File: src/rtl/pipe_skid_stage.sv
// pipe_skid_stage: generic valid/ready pipeline-stage register.
// Carries an opaque payload between two stages. It supports flush (drop all
// held entries) and a global pause (rdy=0 freezes all state).
// SKID_EN=1 builds a 2-entry skid buffer, so in_ready is a register output.
// SKID_EN=0 builds a single register, and in_ready is combinational.
module pipe_skid_stage #(
  parameter int                     PAYLOAD_W   = 119,
  parameter bit                     SKID_EN     = 1'b1,
  parameter logic [PAYLOAD_W-1:0]   NOP_PAYLOAD = '0
) (
  input  logic                 clk,
  input  logic                 rst,
  input  logic                 rdy,
  input  logic                 flush,
  input  logic                 in_valid,
  output logic                 in_ready,
  input  logic [PAYLOAD_W-1:0] in_data,
  output logic                 out_valid,
  input  logic                 out_ready,
  output logic [PAYLOAD_W-1:0] out_data,
  output logic [1:0]           occupancy
);

  typedef enum logic [1:0] {EMPTY = 2'd0, HALF = 2'd1, FULL = 2'd2} occ_e;

  logic in_fire, out_fire;

  // A transfer happens only while the pipeline is not paused.
  assign in_fire  = in_valid  & in_ready  & rdy;
  assign out_fire = out_valid & out_ready & rdy;

  if (SKID_EN) begin : gen_skid
    occ_e                 state_q, state_d;
    logic [PAYLOAD_W-1:0] head_q, head_d, skid_q, skid_d;
    logic                 in_ready_q, in_ready_d;

    // State register: rst has top priority, and rdy=0 holds every register.
    always_ff @(posedge clk) begin
      if (rst) begin
        state_q    <= EMPTY;
        head_q     <= NOP_PAYLOAD;
        skid_q     <= NOP_PAYLOAD;
        in_ready_q <= 1'b1;
      end else if (rdy) begin
        state_q    <= state_d;
        head_q     <= head_d;
        skid_q     <= skid_d;
        in_ready_q <= in_ready_d;
      end
    end

    // Next-state logic. Flush wins over a same-cycle accept.
    always_comb begin
      state_d = state_q;
      head_d  = head_q;
      skid_d  = skid_q;
      if (flush) begin
        state_d = EMPTY;
      end else begin
        case (state_q)
          EMPTY: if (in_fire) begin
            state_d = HALF;
            head_d  = in_data;
          end
          HALF: begin
            if (in_fire && !out_fire) begin
              state_d = FULL;
              skid_d  = in_data;
            end else if (out_fire && !in_fire) begin
              state_d = EMPTY;
            end else if (in_fire && out_fire) begin
              head_d  = in_data;
            end
          end
          FULL: if (out_fire) begin
            // The skid entry moves up to the head.
            state_d = HALF;
            head_d  = skid_q;
          end
          default: state_d = EMPTY;
        endcase
      end
      // in_ready is registered from next occupancy, so out_ready never reaches it combinationally.
      in_ready_d = (state_d != FULL);
    end

    assign in_ready  = in_ready_q;
    assign out_valid = (state_q != EMPTY);
    assign out_data  = out_valid ? head_q : NOP_PAYLOAD;
    assign occupancy = state_q;
  end else begin : gen_reg
    logic                 valid_q, valid_d;
    logic [PAYLOAD_W-1:0] head_q, head_d;

    // Single-entry register, frozen while paused.
    always_ff @(posedge clk) begin
      if (rst) begin
        valid_q <= 1'b0;
        head_q  <= NOP_PAYLOAD;
      end else if (rdy) begin
        valid_q <= valid_d;
        head_q  <= head_d;
      end
    end

    // An accept overwrites the entry, whether or not the entry was popped in the same cycle.
    always_comb begin
      valid_d = valid_q;
      head_d  = head_q;
      if (flush) begin
        valid_d = 1'b0;
      end else if (in_fire) begin
        valid_d = 1'b1;
        head_d  = in_data;
      end else if (out_fire) begin
        valid_d = 1'b0;
      end
    end

    assign in_ready  = !valid_q | out_ready;
    assign out_valid = valid_q;
    assign out_data  = valid_q ? head_q : NOP_PAYLOAD;
    assign occupancy = {1'b0, valid_q};
  end

endmodule

File: config.mk
export PLATFORM = sky130hd
export DESIGN_NAME = pipe_skid_stage
export DESIGN_NICKNAME = d
export VERILOG_FILES = /design/src/rtl/pipe_skid_stage.sv
export SDC_FILE = /design/constraint.sdc
export NUM_CORES = 1
export LEC_CHECK = 0
export BUFFER_PORTS_ARGS = -buffer_cell sky130_fd_sc_hd__buf_2
export CORE_UTILIZATION = 45
export DETAILED_ROUTE_END_ITERATION = 12
export PLACE_DENSITY = 0.69
export SLEW_MARGIN = 5
export SYNTH_ARGS = -nofsm -noshare
export SYNTH_HDL_FRONTEND = slang
export SYNTH_SLANG_ARGS = --single-unit
File: constraint.sdc
create_clock -name clk -period 3 [get_ports clk]
set_input_delay 0.15 -clock clk [delete_from_list [all_inputs] [get_ports clk]]
set_output_delay 0.15 -clock clk [all_outputs]
set_load 0.03 [all_outputs]
==> results.yml <==
route:
  via_count: 9257
  routed_wl_mm: 26.68
  post_drt_wl_per_cell_um: 14.71
  ant_nets: 0
  viasPerCell: 5.103
  first_iter_violations: 417
  dr.pass1.iters: 4
  drc: 0
pwr:
  power-per-cell-area_nw_per_um2: 541.4
  power_w: 0.007494
  vdd_ir_drop_max_v: 0.0004448
  power.switching_w: 0.001598
  seqPwrFrac_pct: 44.4
  power_frac_comb_pct: 7.5
  p_clk_share_pct: 48.1
  leakage_nw: 6.318
  swShare_pct: 21.33
  p_int_w: 0.005895
worst_setup_path:
  r2r-end: "in_ready"
  crit_type: "flip-flop to output port"
  endpoint: "out_data[17]"
  required_ns: 2.85
  end_kind: "output port"
  critPathArrivalTime_ns: 2.34
  crit_fanout: 55
  r2r_start: "occupancy[0]"
  worst-r2r-cell-count: 5
  rrSetupSlack_ns: 0.72
  startpoint_type: "flip-flop"
  startpoint: "occupancy[1]"
timing:
  worst_slew_pin_slew_ns: 1.012
  fin_ws_ns: 0.5118
  post-route-period-util_pct: 82.94
  slew_violations: 0
  tns_ns: 0
  rsz0062_at_grt: "no"
  clock_skew_ns: 0.009163
  timing.slew.headroom_pct: 32.55
  hold_viol_final: 0
  fin_crit_ns: 2.488
  setup_viol: 0
  max_freq_mhz: 401.9
floorplanning:
  fp.dieH_um: 153.4
  die-width_um: 153.4
  io_pins: 248
  coreArea_um2: 22570
  dieArea_um2: 23530
  start_util_pct: 45.69
  fp-row-count: 55
logic_synthesis:
  yosys-top-cells-area: "dfxtp_1, mux2i_1, nand2_1"
  synth-simple-area-share_pct: 20.87
  synth_largest_area_cell: "dfxtp_1"
  synth_cells: 1206
  synth_fp_nets: 1331
  ys_seq_area_share_pct: 46.78
  avgSynthCellArea_um2: 8.552
  synth_mux_area_share_pct: 11.55
  syn_area_um2: 10310
  synth-xor-area-share_pct: 0.08492
  synthAdderAreaFrac_pct: 0
  ys_seq_elements: 241
  synth_top_area_share_pct: 46.78
  ys_warn_count: 0
  synth_top_family_by_area: "simple AND/OR/NAND/NOR gates"
  synth-compound-area-share_pct: 15.70
  ys_types: 25
clock_network:
  cts_root_buf: "clkbuf_16"
  htree_num_levels: 1
  clock_sinks: 241
  cts_tree: "done"
  cts_made_buffers: 26
  clkLatencyLatePin_ns: 0.51
  path_clk_slew_ns: 0.06
  clockBufferDepth: 3
cells_and_area:
  nets: 1633
  drive_above_1_share_pct: 20.94
  syn_to_final_growth_pct: 34.20
  fin_util_pct: 61.32
  final_cells: 1814
  final_common_cell: "buf_2"
  num-fill-cells: 1947
  final_cell_mix: "buf_2, dfxtp_1, nand2_1"
placed_design:
  dp.final_hpwl_mm: 15.18
  place_inst: 1643
  io_buffers: 247
  pre_cts_ws_ns: 0.9782
  routabilityCongestion: 0.7682
flow_run:
  cap_viol_max_count: 0
grt:
  grt_max_degree: 126
  grt_usage_pct: 22.52
  first_global_vias: 9034
  overflow: 0
  antenna_found_initial: 1
  grt_pass1_wl_mm: 44.14
run_status:
  status: "finished, final reports clean"
worst_hold_path:
  hp-class: "input port to flip-flop"
power groups by stage:
stage / combinational, W / clock (W) / sequential [W]
after global routing: 0.000623 / 0.00381 / 0.00334
after CTS: 0.000563 / 0.00368 / 0.00333
after floorplan: 0.000274 / 0 / 0.00338
after global placement: 0.000425 / 0 / 0.00339
final: 0.000564 / 0.00360 / 0.00333
after detailed placement: 0.000437 / 0 / 0.00340
flip-flops by register name (all words and copies together) (netlist names):
register	count
gen_skid.head_q	119
gen_skid.skid_q	119
occupancy	2
in_ready	1
stage by stage:
step,hold slack [ns],instance area [um2]
after global routing,0.05896,13840
after global placement,0.4018,11630
final,0.03091,13840
after floorplan,0.2860,10310
after CTS,0.01026,13840
after detailed placement,0.4080,11630
cell families (layout without fill, tap and decap cells):
kind of cell              Yosys count  in the layout
AOI/OAI and AO/OA                 249            249
xor gates and xnor gates            1              1
buffers and inverters             109            431
DFF                               241            241
muxes                             119            119
other                               0              1
and+or+nand+nor                   487            487
worst max-delay path: stages, from the launching register on:
cell and delay (ns):
dfxtp_1 0.53, or2_4 0.61, buf_12 0.26, and2_1 0.21, buf_2 0.22
how the worst min path moves through the flow:
stage                startpoint                  end  slack [ns]  cells past startpoint
global placement    in_data[68]  gen_skid.skid_q[68]        0.40                      3
finish                    flush         occupancy[0]        0.03                      4
global route              flush         occupancy[0]        0.06                      4
detailed placement  in_data[93]  gen_skid.skid_q[93]        0.41                      3
floorplan            in_data[0]   gen_skid.skid_q[0]        0.29                      2
CTS                       flush         occupancy[0]        0.01                      4
per-layer routing:
metal  vias to the layer above  routed length (um)  global-route usage [%]
met5                         -                   0                       0
met4                         0                 922                   9.095
met3                        73                1284                   3.799
met2                       261               12670                   38.68
met1                      4247               11810                   28.01
li1                       4676                   -                       -
cell usage after synthesis, drive strengths merged:
cell type,n
a211oi,121
or3b,1
inv,2
nand3b,1
o21ai,3
a21oi,121
nand2,239
nand4,1
and2,119
mux2i,119
or2,2
xor2,1
a221oi,1
buf,63
a311oi,1
clkbuf,44
nor2,121
nand2b,2
a2111oi,1
dfxtp,241
o21bai,1
nand4b,1
what timing repair did:
item / 4_1_cts / 5_1_grt
hold endpoints to repair: 211 / 0
gates resized for setup: 0 / 0
hold buffers: 122 / 0
setup buffers: 0 / 0
endpoints found under the setup margin: 0 / 0
cell type report:
| type | count | area (um2) | share of cell area, % |
|---|---|---|---|
| diodes | 1 | 2.502 | 0.01808 |
| clock buffers | 37 | 783.3 | 5.659 |
| clock inverters | 11 | 207.7 | 1.501 |
| inverters | 2 | 7.507 | 0.05424 |
| multi-input cells | 856 | 5002 | 36.14 |
| flip-flops and latches | 241 | 4825 | 34.86 |
| well taps | 285 | 356.6 | 2.576 |
| repair buffers | 381 | 2656 | 19.19 |
Note: power is estimated with default switching activity, not from simulation.
